**config.mk**
```make
export PLATFORM = sky130hd
export DESIGN_NAME = lsu_stage_flat
export DESIGN_NICKNAME = d
export VERILOG_FILES = /design/src/rtl/lsu_stage_if.sv /design/src/rtl/lsu_stage.sv /design/src/flat_wrapper.sv
export SDC_FILE = /design/constraint.sdc
export NUM_CORES = 1
export LEC_CHECK = 0
export CAP_MARGIN = 10
export CORE_MARGIN = 4
export CORE_UTILIZATION = 42
export CTS_CLUSTER_DIAMETER = 80
export CTS_CLUSTER_SIZE = 24
export DETAILED_ROUTE_END_ITERATION = 12
export GPL_ROUTABILITY_DRIVEN = 0
export PLACE_DENSITY_LB_ADDON = 0.15
export SLEW_MARGIN = 20
export SYNTH_ARGS = -nofsm -noshare
export SYNTH_HDL_FRONTEND = slang
export SYNTH_SLANG_ARGS = --single-unit
```
**constraint.sdc**
```tcl
create_clock -name clk -period 3.6 [get_ports clk]
set_input_delay 0.72 -clock clk [delete_from_list [all_inputs] [get_ports clk]]
set_output_delay 0.72 -clock clk [all_outputs]
set_load 0.005 [all_outputs]
```
**src/rtl/lsu_stage_if.sv**
```systemverilog
`default_nettype none
// ============================================================================
// Module   : lsu_stage_if
// Purpose  : Execute-in / data-memory / writeback-out bundle for lsu_stage.
// Revision : 1.0  initial release
// ============================================================================
interface lsu_stage_if #(
    parameter int XLEN   = 32,
    parameter int ADDR_W = 32
);
    localparam int NBYTES = XLEN / 8;

    logic              in_valid;
    logic              in_ready;
    logic [1:0]        mem_op;
    logic [1:0]        size;
    logic              is_unsigned;
    logic [XLEN-1:0]   alu_result;
    logic [XLEN-1:0]   reg_data;

    logic              dmem_req;
    logic              dmem_we;
    logic [ADDR_W-1:0] dmem_addr;
    logic [NBYTES-1:0] dmem_be;
    logic [XLEN-1:0]   dmem_wdata;
    logic              dmem_gnt;
    logic              dmem_rvalid;
    logic [XLEN-1:0]   dmem_rdata;

    logic              out_valid;
    logic              out_ready;
    logic [XLEN-1:0]   write_out;
    logic              fault_misaligned;

    // Environment side: execute, data memory and writeback together.
    modport master (
        output in_valid, mem_op, size, is_unsigned, alu_result, reg_data,
        output dmem_gnt, dmem_rvalid, dmem_rdata, out_ready,
        input  in_ready, dmem_req, dmem_we, dmem_addr, dmem_be, dmem_wdata,
        input  out_valid, write_out, fault_misaligned
    );

    // Stage side.
    modport slave (
        input  in_valid, mem_op, size, is_unsigned, alu_result, reg_data,
        input  dmem_gnt, dmem_rvalid, dmem_rdata, out_ready,
        output in_ready, dmem_req, dmem_we, dmem_addr, dmem_be, dmem_wdata,
        output out_valid, write_out, fault_misaligned
    );
endinterface
`default_nettype wire

```
**src/rtl/lsu_stage.sv**
```systemverilog
`default_nettype none
// ============================================================================
// Module   : lsu_stage
// Purpose  : Handshaked load/store stage between execute and writeback with
//            byte enables, lane extraction and misalignment detection.
// Revision : 1.0  initial release
// ============================================================================
module lsu_stage #(
    parameter int XLEN   = 32,
    parameter int ADDR_W = 32
) (
    input  wire logic  clk,
    input  wire logic  rst,
    lsu_stage_if.slave bus
);
    localparam int NBYTES = XLEN / 8;
    localparam int OFF_W  = $clog2(NBYTES);

    localparam logic [1:0] c_OP_LOAD  = 2'd1;
    localparam logic [1:0] c_OP_STORE = 2'd2;

    typedef enum logic [1:0] {
        S_IDLE = 2'd0,
        S_REQ  = 2'd1,
        S_WAIT = 2'd2,
        S_RESP = 2'd3
    } state_t;

    state_t            r_state;
    state_t            w_next;

    logic [1:0]        r_op;
    logic [1:0]        r_size;
    logic              r_unsigned;
    logic [XLEN-1:0]   r_addr;
    logic [XLEN-1:0]   r_wsrc;
    logic [XLEN-1:0]   r_result;
    logic              r_fault;

    logic              w_accept;
    logic              w_is_mem;
    logic              w_misaligned;
    logic              w_in_req;
    logic              w_is_store;
    logic [OFF_W-1:0]  w_off;
    logic [OFF_W+2:0]  w_shamt;
    logic [XLEN-1:0]   w_lane;
    logic [XLEN-1:0]   w_mask;
    logic              w_sign;
    logic [XLEN-1:0]   w_load;
    logic [XLEN-1:0]   w_wdata;
    logic [NBYTES-1:0] w_be;

    assign w_accept = bus.in_valid && (r_state == S_IDLE);
    assign w_is_mem = (bus.mem_op == c_OP_LOAD) || (bus.mem_op == c_OP_STORE);

    // Alignment is judged on the incoming operands so a faulting access never reaches REQ.
    always_comb begin
        w_misaligned = 1'b0;
        case (bus.size)
            2'd0:    w_misaligned = 1'b0;
            2'd1:    w_misaligned = bus.alu_result[0];
            2'd2:    w_misaligned = |bus.alu_result[1:0];
            default: w_misaligned = (XLEN == 32) || (|bus.alu_result[2:0]);
        endcase
    end

    assign w_off   = r_addr[OFF_W-1:0];
    assign w_shamt = {w_off, 3'b000};
    assign w_lane  = bus.dmem_rdata >> w_shamt;

    // One mask per access size serves both store-lane packing and load extension.
    always_comb begin
        w_mask = '1;
        w_sign = w_lane[XLEN-1];
        w_be   = '1;
        case (r_size)
            2'd0: begin
                w_mask = XLEN'(8'hFF);
                w_sign = w_lane[7];
                w_be   = NBYTES'(1'b1) << w_off;
            end
            2'd1: begin
                w_mask = XLEN'(16'hFFFF);
                w_sign = w_lane[15];
                w_be   = NBYTES'(2'b11) << w_off;
            end
            2'd2: begin
                w_mask = XLEN'(32'hFFFF_FFFF);
                w_sign = w_lane[31];
                w_be   = NBYTES'(4'hF) << w_off;
            end
            default: begin
                w_mask = '1;
                w_sign = w_lane[XLEN-1];
                w_be   = '1;
            end
        endcase
    end

    assign w_load  = (w_lane & w_mask) | ({XLEN{w_sign & ~r_unsigned}} & ~w_mask);
    assign w_wdata = (r_wsrc & w_mask) << w_shamt;

    always_comb begin
        w_next = r_state;
        unique case (r_state)
            S_IDLE: if (bus.in_valid)
                        w_next = (!w_is_mem || w_misaligned) ? S_RESP : S_REQ;
            S_REQ:  if (bus.dmem_gnt)
                        w_next = (r_op == c_OP_STORE) ? S_RESP : S_WAIT;
            S_WAIT: if (bus.dmem_rvalid)
                        w_next = S_RESP;
            S_RESP: if (bus.out_ready)
                        w_next = S_IDLE;
            default: w_next = S_IDLE;
        endcase
    end

    always_ff @(posedge clk or posedge rst) begin
        if (rst) begin
            r_state <= S_IDLE;
        end else begin
            r_state <= w_next;
        end
    end

    always_ff @(posedge clk or posedge rst) begin
        if (rst) begin
            r_op       <= 2'd0;
            r_size     <= 2'd0;
            r_unsigned <= 1'b0;
            r_addr     <= '0;
            r_wsrc     <= '0;
            r_result   <= '0;
            r_fault    <= 1'b0;
        end else if (w_accept) begin
            r_op       <= bus.mem_op;
            r_size     <= bus.size;
            r_unsigned <= bus.is_unsigned;
            r_addr     <= bus.alu_result;
            r_wsrc     <= bus.reg_data;
            r_fault    <= w_is_mem && w_misaligned;
            r_result   <= w_is_mem ? '0 : bus.alu_result;
        end else if ((r_state == S_WAIT) && bus.dmem_rvalid) begin
            r_result   <= w_load;
        end
    end

    assign w_in_req   = (r_state == S_REQ);
    assign w_is_store = (r_op == c_OP_STORE);

    assign bus.in_ready         = (r_state == S_IDLE) && !rst;
    assign bus.dmem_req         = w_in_req;
    assign bus.dmem_we          = w_in_req && w_is_store;
    assign bus.dmem_addr        = w_in_req ? ADDR_W'(r_addr & ~XLEN'(NBYTES - 1)) : '0;
    assign bus.dmem_be          = w_in_req ? (w_is_store ? w_be : '1) : '0;
    assign bus.dmem_wdata       = (w_in_req && w_is_store) ? w_wdata : '0;
    assign bus.out_valid        = (r_state == S_RESP);
    assign bus.write_out        = (r_state == S_RESP) ? r_result : '0;
    assign bus.fault_misaligned = (r_state == S_RESP) && r_fault;
endmodule
`default_nettype wire

```
**src/flat_wrapper.sv**
```systemverilog
// flat-port wrapper written by rule: the top's interface ports become plain ports
module lsu_stage_flat 
#(
    parameter int XLEN   = 32,
    parameter int ADDR_W = 32
)
  (clk, rst, bus_in_valid, bus_mem_op, bus_size, bus_is_unsigned, bus_alu_result, bus_reg_data, bus_dmem_gnt, bus_dmem_rvalid, bus_dmem_rdata, bus_out_ready, bus_in_ready, bus_dmem_req, bus_dmem_we, bus_dmem_addr, bus_dmem_be, bus_dmem_wdata, bus_out_valid, bus_write_out, bus_fault_misaligned);
  lsu_stage_if #(.XLEN(XLEN), .ADDR_W(ADDR_W)) bus_i ();
  input  wire logic clk;
  input  wire logic rst;
  input wire logic [$bits(bus_i.in_valid)-1:0] bus_in_valid;
  input wire logic [$bits(bus_i.mem_op)-1:0] bus_mem_op;
  input wire logic [$bits(bus_i.size)-1:0] bus_size;
  input wire logic [$bits(bus_i.is_unsigned)-1:0] bus_is_unsigned;
  input wire logic [$bits(bus_i.alu_result)-1:0] bus_alu_result;
  input wire logic [$bits(bus_i.reg_data)-1:0] bus_reg_data;
  input wire logic [$bits(bus_i.dmem_gnt)-1:0] bus_dmem_gnt;
  input wire logic [$bits(bus_i.dmem_rvalid)-1:0] bus_dmem_rvalid;
  input wire logic [$bits(bus_i.dmem_rdata)-1:0] bus_dmem_rdata;
  input wire logic [$bits(bus_i.out_ready)-1:0] bus_out_ready;
  output wire logic [$bits(bus_i.in_ready)-1:0] bus_in_ready;
  output wire logic [$bits(bus_i.dmem_req)-1:0] bus_dmem_req;
  output wire logic [$bits(bus_i.dmem_we)-1:0] bus_dmem_we;
  output wire logic [$bits(bus_i.dmem_addr)-1:0] bus_dmem_addr;
  output wire logic [$bits(bus_i.dmem_be)-1:0] bus_dmem_be;
  output wire logic [$bits(bus_i.dmem_wdata)-1:0] bus_dmem_wdata;
  output wire logic [$bits(bus_i.out_valid)-1:0] bus_out_valid;
  output wire logic [$bits(bus_i.write_out)-1:0] bus_write_out;
  output wire logic [$bits(bus_i.fault_misaligned)-1:0] bus_fault_misaligned;
  assign bus_i.in_valid = bus_in_valid;
  assign bus_i.mem_op = bus_mem_op;
  assign bus_i.size = bus_size;
  assign bus_i.is_unsigned = bus_is_unsigned;
  assign bus_i.alu_result = bus_alu_result;
  assign bus_i.reg_data = bus_reg_data;
  assign bus_i.dmem_gnt = bus_dmem_gnt;
  assign bus_i.dmem_rvalid = bus_dmem_rvalid;
  assign bus_i.dmem_rdata = bus_dmem_rdata;
  assign bus_i.out_ready = bus_out_ready;
  assign bus_in_ready = bus_i.in_ready;
  assign bus_dmem_req = bus_i.dmem_req;
  assign bus_dmem_we = bus_i.dmem_we;
  assign bus_dmem_addr = bus_i.dmem_addr;
  assign bus_dmem_be = bus_i.dmem_be;
  assign bus_dmem_wdata = bus_i.dmem_wdata;
  assign bus_out_valid = bus_i.out_valid;
  assign bus_write_out = bus_i.write_out;
  assign bus_fault_misaligned = bus_i.fault_misaligned;
  lsu_stage #(.XLEN(XLEN), .ADDR_W(ADDR_W)) u_core (.clk(clk), .rst(rst), .bus(bus_i));
endmodule
```
After elaboration in Yosys (flattened, before gate mapping)
Cells that the tools add are included.
{"block": "word_totals", "reg_bits": 104, "input_bits": 107, "output_inout_bits": 105, "elab_cells": 69}
{"block": "classes", "eq_ne": 14, "shift": 5, "n_mux": 19, "n_bitwise": 7, "n_reduce_logical": 16}
{"op": "$mux 32", "n": 6}
{"op": "$and 32x32->32", "n": 3}
{"op": "$pmux 32 s2", "n": 1}
{"op": "$not 32->32", "n": 1}
{"op": "$or 32x32->32", "n": 1}
{"op": "$shl 32x5->32", "n": 1}
{"op": "$shr 32x5->32", "n": 1}
{"op": "$eq 2x2->1 const B", "n": 6}
{"op": "$pmux 4 s3", "n": 1}
{"op": "$mux 2", "n": 5}
{"op": "$eq 2x1->1 const B", "n": 4}
{"op": "$mux 4", "n": 2}
{"op": "$ne 2x2->1 const B", "n": 4}
{"op": "$pmux 2 s4", "n": 1}
{"op": "$logic_and 1x1->1", "n": 6}
{"op": "$logic_not 2->1", "n": 3}
{"op": "$reduce_and 4->1", "n": 1}
{"op": "$shl 1x2->4 const A", "n": 1}
{"op": "$shl 2x2->4 const A", "n": 1}
{"op": "$shl 4x2->4 const A", "n": 1}
{"op": "$pmux 1 s3", "n": 1}
{"op": "$logic_not 1->1", "n": 2}
{"op": "$logic_or 1x1->1", "n": 2}
{"op": "$pmux 1 s2", "n": 1}
{"op": "5 further kinds", "n": 5}

Longest topological paths before layout
Gate-level depths: netlist of run 1.
{"block": "depth", "word_depth": 7, "depth_mapped": 8}

Worst setup path before layout of run 1
Ideal clock, no wire load.
{"block": "synth_path", "path_kind": "register -> output", "start": "register u_core.r_state[1]", "end": "output bus_dmem_wdata[30]", "arrival_time_ns": 1.794, "required_ns": 2.880, "path_slack_ns": 1.086, "stages_incl_launch_ff": 9, "path_buffers": 1, "path_cell_list": "dfrtp_1 > inv_1 > ha_1 > nand3b_2 > inv_1 > nand2b_1 > or3_1 > buf_2 > o22ai_1"}
{"block": "synth_via", "elab_chain_len": 3}
{"element": "start, declared", "line_no": "lsu_stage.sv:29", "source": "state_t r_state;"}
{"element": "start signal, assigned", "line_no": "lsu_stage.sv:123", "source": "r_state <= w_next;"}
{"element": "$eq 2x1->1", "line_no": "lsu_stage.sv:149", "source": "assign w_in_req = (r_state == S_REQ);"}
{"element": "via bus_dmem_req", "line_no": "flat_wrapper.sv:22", "source": "output wire logic [$bits(bus_i.dmem_req)-1:0] bus_dmem_req;"}
{"element": "$logic_and 1x1->1"}
{"element": "via bus_dmem_we", "line_no": "flat_wrapper.sv:23", "source": "output wire logic [$bits(bus_i.dmem_we)-1:0] bus_dmem_we;"}
{"element": "$mux 32", "line_no": "lsu_stage.sv:157", "source": "assign bus.dmem_wdata = (w_in_req && w_is_store) ? w_wdata : '0;"}
{"element": "end, declared", "line_no": "flat_wrapper.sv:26", "source": "output wire logic [$bits(bus_i.dmem_wdata)-1:0] bus_dmem_wdata;"}
The timed path passes the listed nets, and every way through them passes these cells.

Final worst setup path of run 1
{"block": "layout_path", "start": "register u_core.r_addr[0]", "end": "output bus_dmem_wdata[20]"}
{"block": "layout_via", "elab_chain_len": 2}
{"element": "start, declared", "line_no": "lsu_stage.sv:35", "source": "logic [XLEN-1:0] r_addr;"}
{"element": "start signal, assigned", "line_no": "lsu_stage.sv:140", "source": "r_addr <= bus.alu_result;"}
{"element": "$shl 32x5->32", "line_no": "lsu_stage.sv:102", "source": "assign w_wdata = (r_wsrc & w_mask) << w_shamt;"}
{"element": "$mux 32", "line_no": "lsu_stage.sv:157"}
No other way between the ends.

==> results.sh, run 1 <==
export IMPL_slew_violations=0
export IMPL_wirelength_um=20150
export IMPL_min_period_over_period=0.9622
export IMPL_p_per_area_nw_per_um2=748.7
export IMPL_clock_skew_ns=0.006518
export IMPL_synthArstFlopShare=1.000
export IMPL_floorplan_rows=43
export IMPL_clockRootBuffer="clkbuf_16"
export IMPL_hold_violations=0
export IMPL_mostFrequentLayoutCell="nand2_1"
export IMPL_cts_post_setup_buffers_inserted=0
export IMPL_drv_cap=0
export IMPL_grt_util_all_layers=0.2457
export IMPL_cts_hold_buffers_added=0
export IMPL_remaining_design_rule_violation_count=0
export IMPL_placement_io_buffers=209
export IMPL_setup_total_negative_slack_ns=0
export IMPL_layout_min_cycle_time_ns=3.464
export IMPL_clk_pin_slew_ns=0.07
export IMPL_setup_repair_after_global_routing_missed_its_margin="false"
export IMPL_top_level_ports=212
export IMPL_crit_chain="nor2b_1, a221oi_1, a211oi_1, clkdlybuf4s50_1"
export IMPL_synth_cell_area_um2=6141
export IMPL_final_layout_size_suffix_gt1_frac=0.05165
export IMPL_antenna_violations_before_repair=1
export IMPL_post_place_cell_area_um2=8351
export IMPL_normalized_max_slew_margin=0.3873
export IMPL_synthToLayoutAreaGrowth_pct=41.24
export IMPL_timing_critical_path_to_type="output port"
export IMPL_min_path_cells=2
export IMPL_synth_edf_count=0
export IMPL_via_count=5834
export IMPL_dieArea_um2=16620
export IMPL_post_place_cells=1074
export IMPL_avgRoutedWirePerCell_um=18.47
export IMPL_timing_final_setup_violations=0
export IMPL_seq_area_frac_synth=0.4238
export IMPL_drt_pre_antenna_iters=5
export IMPL_starting_utilization_of_the_core_area=0.4356
export IMPL_grtUsageMet2=0.3872
export IMPL_drtIter0Drc=445
export IMPL_global_route_overflow_total=0
export IMPL_max_clock_path_buffers=2
export IMPL_postRouteAntennaNets=0
export IMPL_clock_sinks=104
export IMPL_setup_worst_path_start_class="flop"
export IMPL_coreArea_um2=14100
export IMPL_global_route_hottest_layer="met2"
export IMPL_maxClockFrequency_mhz=288.7
export IMPL_floorplan_die_height_um=128.9
export IMPL_cell_depth_of_the_worst_flop_to_flop_path=5
export IMPL_layoutNonFillerInstCount=1091
export IMPL_final_core_utilization=0.6153
export IMPL_crit_arrival_ns=2.74
export IMPL_grtUsageMet3=0.05147
export IMPL_layout_common_cells="nand2_1, clkdlybuf4s50_1, dfrtp_1"
export IMPL_crit_slowest_cell="dfrtp_2"
export IMPL_min_delay_path_class="flop to flop"
export IMPL_power_ir_vdd_worst_v=0.0003600
export IMPL_finalNetCount=1022
export IMPL_synth_ff_type="dfrtp_1"
export IMPL_cts_resized_gates=2
export IMPL_syn_mean_instance_area_um2=8.482
export IMPL_cts_tree="built"
export IMPL_grt_start_max_net_pins=68
export IMPL_fp_dieW_um=128.9
export IMPL_grt_pass1_wl_um=32200
export IMPL_crit_type="flop to output port"
export IMPL_h_tree_depth=3
export IMPL_synth_cell_type_count=47
export IMPL_cts_inserted_buffers=9
export IMPL_final_setup_worst_slack_ns=0.1360
export IMPL_insertion_delay_to_the_later_sink_of_the_worst_skew_pair_ns=0.35
export IMPL_detailed_place_hpwl_um=15010
export IMPL_synth_warnings=0
export IMPL_via_count_of_the_first_global_routing_pass=5988
export IMPL_grt_util_met1=0.3370
export IMPL_worst_endpoint_required_time_ns=2.88
export IMPL_postSynthCellCount=724
export IMPL_timing_critical_path_slowest_cell_delay_ns=0.80
export IMPL_worst_pin_slew_ns=0.9146
export IMPL_power_leakage_nw=3.794
export IMPL_via_per_inst=5.347
export IMPL_total_power_mw=6.494
export IMPL_dp_slack_ns=0.3494
export IMPL_crit_path_max_fanout=38
export IMPL_fin_worst_hold_slack_ns=0.4701
export IMPL_final_cell_area_excluding_filler_cells_um2=8673
export IMPL_number_of_synthesized_register_bits=104
export IMPL_outcome="finished clean"
final cells by class:
cell class                 instances  area (um2)
fill                            1255        5423
multi-input combinational        561        3307
sequential                       104        2604
timing repair buffer             221        2195
clock buffer                      12       256.5
tap                              180       225.2
clock inverter                     4       51.30
inverter                           8       32.53
antenna                            1       2.502
state kept, by name, summed over array words and instances (netlist names):
signal             cells
u_core.r_addr         32
u_core.r_fault         1
u_core.r_op            2
u_core.r_result       32
u_core.r_size          2
u_core.r_state         2
u_core.r_unsigned      1
u_core.r_wsrc         32
layer usage:
layer,up-vias,part of all wire
met4,0,0.028
met2,205,0.48
met5,-,0
met3,38,0.060
met1,2785,0.44
li1,2806,-
power by group:
group	total [mW]	internal [mW]	switching [mW]
logic	3.31	1.54	1.77
clock network	1.01	0.579	0.430
registers	2.17	1.73	0.441
total	6.49	3.85	2.64
path summary, 6_finish.rpt:
path	slack, ns	end	start
setup reg to reg	0.95	u_core.r_result[14]	u_core.r_addr[0]
min in group asynchronous	0.79	u_core.r_addr[2]	rst
hold reg to reg	0.47	u_core.r_addr[5]	u_core.r_addr[5]
max in group asynchronous	2.08	u_core.r_addr[30]	rst
hold / removal	0.47	u_core.r_addr[5]	u_core.r_addr[5]
setup / recovery	0.14	bus_dmem_wdata[20]	u_core.r_addr[0]
Yosys cell counts, types with 8 or more instances:
master / instances / area share
dfrtp_1: 104 / 0.42
a21o_1: 9 / 0.011
o21a_1: 9 / 0.011
o2bb2ai_1: 8 / 0.011
mux2i_1: 46 / 0.075
nor2_1: 17 / 0.010
a221oi_1: 16 / 0.023
nand2b_1: 9 / 0.0092
and2_1: 75 / 0.076
nand2_1: 219 / 0.13
nor3b_1: 9 / 0.011
o21ai_0: 27 / 0.022
clkbuf_1: 31 / 0.019
ha_1: 10 / 0.020
a21oi_1: 44 / 0.036
o22ai_1: 17 / 0.017
inv_1: 8 / 0.0049
critical path: cells and delay by family, from the launching register on:
family	cells	cell delay [ns]
flip-flops	1	0.80
buffers and inverters	1	0.57
AND/OR/NAND/NOR	1	0.54
AO/OA/AOI/OAI	2	0.48
logic make-up (layout without fill, tap and decap cells):
group,count (synthesis),count (layout),share of synthesized area
compound gates,157,157,0.1720
simple gates,343,343,0.2588
xor+xnor,2,2,0.002853
fa+ha+maj,10,10,0.02037
other cells,1,3,0.0006107
buf+inv,60,245,0.04299
flops,104,104,0.4238
mux,47,47,0.07865
(Power assumes the default switching activity.)
==> inputs of run 2 (changes only) <==
--- a/config.mk
+++ b/config.mk
@@ -7,7 +7,7 @@
 export LEC_CHECK = 0
 export CAP_MARGIN = 10
 export CORE_MARGIN = 4
-export CORE_UTILIZATION = 42
+export CORE_UTILIZATION = 46
 export CTS_CLUSTER_DIAMETER = 80
 export CTS_CLUSTER_SIZE = 24
 export DETAILED_ROUTE_END_ITERATION = 12
==> constraint.sdc (replaced) <==
create_clock -name clk -period 3.25 [get_ports clk]
set_input_delay 0.65 -clock clk [delete_from_list [all_inputs] [get_ports clk]]
set_output_delay 0.65 -clock clk [all_outputs]
set_load 0.005 [all_outputs]
==> results.sh, run 2 (synthesis gave the netlist of run 1 again) <==
export IMPL_antenna_violations_before_repair=0
export IMPL_worst_endpoint_required_time_ns=2.60
export IMPL_top_level_ports=212
export IMPL_insertion_delay_to_the_later_sink_of_the_worst_skew_pair_ns=0.35
export IMPL_setup_total_negative_slack_ns=0
export IMPL_total_power_mw=7.257
export IMPL_layout_min_cycle_time_ns=3.174
export IMPL_worst_pin_slew_ns=0.6596
export IMPL_layout_common_cells="nand2_1, clkdlybuf4s50_1, dfrtp_1"
export IMPL_timing_final_setup_violations=0
export IMPL_power_frac_seq=0.330
export IMPL_cts_tree="built"
export IMPL_layoutNonFillerInstCount=1091
export IMPL_setup_worst_path_start_class="flop"
export IMPL_power_ir_vdd_worst_v=0.0003742
export IMPL_floorplan_die_height_um=123.5
export IMPL_grt_start_max_net_pins=68
export IMPL_cts_hold_buffers_added=0
export IMPL_slew_violations=0
export IMPL_coreArea_um2=12820
export IMPL_post_place_cells=1073
export IMPL_global_route_overflow_total=0
export IMPL_mostFrequentLayoutCell="nand2_1"
export IMPL_insertedDiodeCount=0
export IMPL_p_per_area_nw_per_um2=829.1
export IMPL_final_layout_size_suffix_gt1_frac=0.06420
export IMPL_clock_sinks=104
export IMPL_postRouteAntennaNets=0
export IMPL_drt_pre_antenna_iters=5
export IMPL_final_setup_worst_slack_ns=0.07573
export IMPL_fp_dieW_um=123.5
export IMPL_dp_slack_ns=0.2628
export IMPL_max_clock_path_buffers=2
export IMPL_drtIter0Drc=614
export IMPL_post_place_cell_area_um2=8407
export IMPL_clockRootBuffer="clkbuf_16"
export IMPL_placement_io_buffers=209
export IMPL_via_count=6045
export IMPL_via_per_inst=5.541
export IMPL_h_tree_depth=3
export IMPL_drv_cap=0
export IMPL_clk_pin_slew_ns=0.07
export IMPL_dieArea_um2=15260
export IMPL_synthToLayoutAreaGrowth_pct=42.54
export IMPL_finalNetCount=1031
export IMPL_multiInputGateArea_um2=3333
export IMPL_power_leakage_nw=3.862
export IMPL_p_int_mw=4.295
export IMPL_starting_utilization_of_the_core_area=0.4788
export IMPL_crit_type="flop to output port"
export IMPL_reg_top3="u_core.r_addr: 32 flops, u_core.r_result: 32 flops, u_core.r_wsrc: 32 flops"
export IMPL_wirelength_um=20160
export IMPL_via_count_of_the_first_global_routing_pass=5973
export IMPL_min_period_over_period=0.9767
export IMPL_grt_util_all_layers=0.2628
export IMPL_crit_arrival_ns=2.52
export IMPL_min_delay_path_class="flop to flop"
export IMPL_final_core_utilization=0.6825
export IMPL_crit_path_max_fanout=8
export IMPL_sequential_cell_area_um2=2604
export IMPL_cts_inserted_buffers=9
export IMPL_grt_pass1_wl_um=30940
export IMPL_avgRoutedWirePerCell_um=18.48
export IMPL_final_cell_area_excluding_filler_cells_um2=8753
export IMPL_outcome="finished clean"
export IMPL_filler_cell_count=1066
export IMPL_timing_critical_path_to_type="output port"
export IMPL_swShare=0.4082
export IMPL_maxClockFrequency_mhz=315.0
export IMPL_hold_violations=0
export IMPL_clock_skew_ns=0.006539
export IMPL_normalized_max_slew_margin=0.5594
export IMPL_clock_network_power_share=0.148
export IMPL_remaining_design_rule_violation_count=0
export IMPL_fin_worst_hold_slack_ns=0.4672
export IMPL_power_combinational_fraction=0.522
export IMPL_netSwitchingPower_mw=2.963
export IMPL_detailed_place_hpwl_um=14860
export IMPL_floorplan_rows=41
-- run 2: cell count changes in the layout (fill, tap and decap cells not counted), sizes merged --
cell | before | now
buf | 12 | 21
clkdlybuf4s50 | 209 | 208
inv | 9 | 7
diode | 1 | 0
clkbuf | 12 | 11
clkinv | 1 | 4
dlymetal6s2s | 0 | 1
-- run 2: power by group through the flow --
stage,Sequential (mW),Combinational [mW],Clock (mW)
final,2.39,3.79,1.08
after global routing,2.47,4.17,1.14
after CTS,2.37,3.74,1.10
after detailed placement,2.38,3.71,0
after global placement,2.35,3.59,0
after floorplan,2.19,2.42,0
-- run 2: layout make-up --
type / instances / area share
Sequential cell: 104 / 0.2975
Clock inverter: 5 / 0.006575
Inverter: 8 / 0.003859
Multi-Input combinational cell: 561 / 0.3808
Clock buffer: 11 / 0.02659
Timing Repair Buffer: 230 / 0.2601
Tap cell: 172 / 0.02459
-- run 2: worst paths after layout --
check                             startpoint             endpoint  slack (ns)  depth (start not counted)
setup reg to reg            u_core.r_addr[0]  u_core.r_result[28]        0.58                          6
setup / recovery           u_core.r_state[1]   bus_dmem_wdata[27]        0.08                          8
hold / removal             u_core.r_addr[18]    u_core.r_addr[18]        0.47                          2
max in group asynchronous                rst     u_core.r_addr[0]        1.74                          3
min in group asynchronous                rst   u_core.r_result[7]        0.77                          2
hold reg to reg            u_core.r_addr[18]    u_core.r_addr[18]        0.47                          2
-- run 2: per-layer routing --
metal,GRT usage,routed length [um]
met5,0,0
met2,0.4190,9453
met1,0.3531,8484
met4,0.1156,750
met3,0.04437,1473
-- run 2: timing repair --
action | in CTS | in global routing
setup endpoints to repair | 16 | 21
gates resized for setup | 4 | 7
buffers inserted | 0 | 2
hold endpoints to repair | 0 | 0
-- run 2: worst max-delay path, stage by stage (launching register included) --
cell             delay (ns)
dfrtp_1                0.43
inv_1                  0.13
ha_2                   0.21
nand3b_4               0.13
inv_2                  0.12
nand2b_1               0.09
or3_4                  0.39
o22ai_1                0.14
clkdlybuf4s50_1        0.53
==> inputs of run 3 (changes only) <==
--- a/config.mk
+++ b/config.mk
@@ -5,6 +5,7 @@
 export SDC_FILE = /design/constraint.sdc
 export NUM_CORES = 1
 export LEC_CHECK = 0
+export ABC_AREA = 1
 export CAP_MARGIN = 10
 export CORE_MARGIN = 4
 export CORE_UTILIZATION = 46
==> results.sh, run 3 <==
export IMPL_drtIter0Drc=606
export IMPL_coreArea_um2=13300
export IMPL_postRouteAntennaNets=0
export IMPL_global_route_hottest_layer="met2"
export IMPL_cts_inserted_buffers=9
export IMPL_hold_violations=0
export IMPL_top_level_ports=212
export IMPL_clk_pin_slew_ns=0.07
export IMPL_antenna_violations_before_repair=0
export IMPL_h_tree_depth=3
export IMPL_setup_worst_path_start_class="flop"
export IMPL_finalNetCount=1236
export IMPL_min_delay_path_class="flop to flop"
export IMPL_timing_critical_path_to_type="output port"
export IMPL_crit_path_max_fanout=15
export IMPL_grt_start_max_net_pins=105
export IMPL_synth_warnings=0
export IMPL_post_place_cells=1282
export IMPL_path_length_in_cells_of_the_critical_path=8
export IMPL_via_count_of_the_first_global_routing_pass=6566
export IMPL_floorplan_rows=42
export IMPL_synth_cell_area_um2=6256
export IMPL_timing_critical_path_slowest_cell_delay_ns=0.55
export IMPL_reg_top3="u_core.r_addr: 32 flops, u_core.r_result: 32 flops, u_core.r_wsrc: 32 flops"
export IMPL_cts_tree="built"
export IMPL_avgRoutedWirePerCell_um=15.30
export IMPL_via_per_inst=5.182
export IMPL_min_period_over_period=0.9691
export IMPL_grt_pass1_wl_um=32350
export IMPL_layoutNonFillerInstCount=1300
export IMPL_fp_dieW_um=124.6
export IMPL_clockRootBuffer="clkbuf_16"
export IMPL_clock_sinks=104
export IMPL_maxClockFrequency_mhz=317.5
export IMPL_dieArea_um2=15530
export IMPL_grt_util_met1=0.3272
export IMPL_critPathBufInv=4
export IMPL_setup_repair_after_global_routing_missed_its_margin="false"
export IMPL_outcome="finished clean"
export IMPL_crit_type="flop to output port"
export IMPL_synth_ff_type="dfrtp_1"
export IMPL_global_route_overflow_total=0
export IMPL_synth_edf_count=0
export IMPL_crit_slowest_cell="clkdlybuf4s50_1"
export IMPL_layout_min_cycle_time_ns=3.150
export IMPL_filler_cell_count=1195
export IMPL_max_clock_path_buffers=2
export IMPL_insertedDiodeCount=0
export IMPL_swShare=0.4367
export IMPL_synthArstFlopShare=1.000
export IMPL_post_synth_top_count_cell="nand2_1"
export IMPL_worst_pin_slew_ns=1.068
export IMPL_synth_top_cell_area_share=0.4160
export IMPL_grt_util_all_layers=0.2533
export IMPL_cell_depth_of_the_worst_flop_to_flop_path=7
export IMPL_power_frac_seq=0.297
export IMPL_normalized_max_slew_margin=0.2871
export IMPL_netlist_top_cells_count="nand2_1, inv_1, dfrtp_1"
export IMPL_final_layout_size_suffix_gt1_frac=0.04982
export IMPL_wirelength_um=19880
export IMPL_power_leakage_nw=4.520
export IMPL_mostFrequentLayoutCell="nand2_1"
export IMPL_syn_mean_instance_area_um2=6.655
export IMPL_crit_arrival_ns=2.50
export IMPL_postSynthCellCount=940
export IMPL_remaining_design_rule_violation_count=0
export IMPL_p_per_area_nw_per_um2=883.9
export IMPL_seq_area_frac_synth=0.4160
export IMPL_slew_violations=0
export IMPL_power_combinational_fraction=0.550
export IMPL_clock_network_power_share=0.153
export IMPL_grtUsageMet2=0.4087
export IMPL_cts_hold_buffers_added=0
export IMPL_detailed_place_hpwl_um=14410
export IMPL_timing_final_setup_violations=0
export IMPL_worst_endpoint_required_time_ns=2.60
export IMPL_min_path_cells=2
export IMPL_netSwitchingPower_mw=3.425
export IMPL_setup_total_negative_slack_ns=0
export IMPL_floorplan_die_height_um=124.6
export IMPL_power_ir_vdd_worst_v=0.0003466
export IMPL_starting_utilization_of_the_core_area=0.4705
export IMPL_synth_cell_type_count=33
export IMPL_via_count=6736
export IMPL_drv_cap=0
export IMPL_p_int_mw=4.418
export IMPL_insertion_delay_to_the_later_sink_of_the_worst_skew_pair_ns=0.35
export IMPL_synthToLayoutAreaGrowth_pct=41.82
export IMPL_crit_chain="inv_1, ha_1, or2_4, inv_4, buf_4, a31oi_1, nor3_1, clkdlybuf4s50_1"
export IMPL_placement_io_buffers=209
export IMPL_synth_largest_area_cell="dfrtp_1"
export IMPL_drt_pre_antenna_iters=5
export IMPL_grtUsageMet3=0.06561
export IMPL_path_delay_family="buffers and inverters"
export IMPL_synth_area_top_cells="dfrtp_1, nand2_1, inv_1, o21ai_0, a31oi_1"
export IMPL_clock_skew_ns=0.009350
export IMPL_number_of_synthesized_register_bits=104
export IMPL_layout_common_cells="nand2_1, clkdlybuf4s50_1, inv_1"
run 3: cells by family after synthesis:
logic type                 after synthesis  share of synthesized area
and+or+nand+nor                        470                     0.2932
AOI/OAI and AO/OA                      177                     0.1574
buffers and inverters                  177                     0.1114
DFF                                    104                     0.4160
adders and majority gates               10                    0.02000
xor gates and xnor gates                 1                   0.001400
other                                    1                  0.0005994
run 3: worst register-to-register path, stage by stage (launching register included):
cell and delay, ns:
dfrtp_1 0.42, inv_1 0.12, ha_1 0.26, nand2_2 0.35
o21ai_2 0.11, inv_1 0.78, a31oi_1 0.15, a21oi_1 0.21
run 3: area by class of cell:
class / instances / area [um2] / share of cell area
inverter: 115 / 442.9 / 0.04992
sequential: 104 / 2603 / 0.2933
clock buffer: 11 / 242.7 / 0.02736
timing repair buffer: 228 / 2272 / 0.2561
tap: 176 / 220.2 / 0.02482
multi-input combinational: 660 / 2998 / 0.3379
timing repair inverter: 1 / 7.507 / 0.0008461
clock inverter: 5 / 86.33 / 0.009731
run 3: final timing paths:
kind	slack, ns	startpoint	to
max in group asynchronous	1.99	rst	u_core.r_wsrc[28]
worst max register to register	0.76	u_core.r_state[0]	u_core.r_result[29]
worst max-delay path	0.10	u_core.r_size[0]	bus_dmem_wdata[21]
min in group asynchronous	0.83	rst	u_core.r_addr[9]
worst min-delay path	0.48	u_core.r_addr[7]	u_core.r_addr[7]
worst min register to register	0.48	u_core.r_addr[7]	u_core.r_addr[7]
run 3: power by group through the flow:
| stage | logic (mW) | registers, mW | clock network [mW] |
|---|---|---|---|
| 2_1_floorplan | 2.73 | 2.21 | 0 |
| 5_1_grt | 4.86 | 2.40 | 1.28 |
| 6_report | 4.31 | 2.33 | 1.20 |
| 4_1_cts | 4.29 | 2.32 | 1.23 |
| 3_5_place_dp | 4.25 | 2.33 | 0 |
| 3_3_place_gp | 4.20 | 2.32 | 0 |
run 3: timing repair:
| action | CTS | global route |
|---|---|---|
| cloned | 0 | 1 |
| gates resized for setup | 3 | 8 |
| endpoints found under the setup margin | 11 | 22 |
| setup buffers | 0 | 1 |
run 3: metal layers:
layer / routed length, um / up-vias
met5: 0 / -
met4: 502 / 0
met3: 1496 / 41
met2: 9280 / 278
met1: 8604 / 3113
li1: - / 3304
run 3: stage by stage:
stage               cell area (um2)    util  setup slack (ns)  hold WS (ns)  power, mW
floorplan                      6264       -            0.9710        0.4487      4.940
global placement               8498  0.6392            0.4213        0.4617      6.515
CTS                            8835  0.6645           0.02211        0.4824      7.830
finish                         8872  0.6673            0.1005        0.4794      7.842
global route                   8872  0.6673          0.009792        0.4981      8.535
detailed placement             8498  0.6392            0.3495        0.4649      6.585
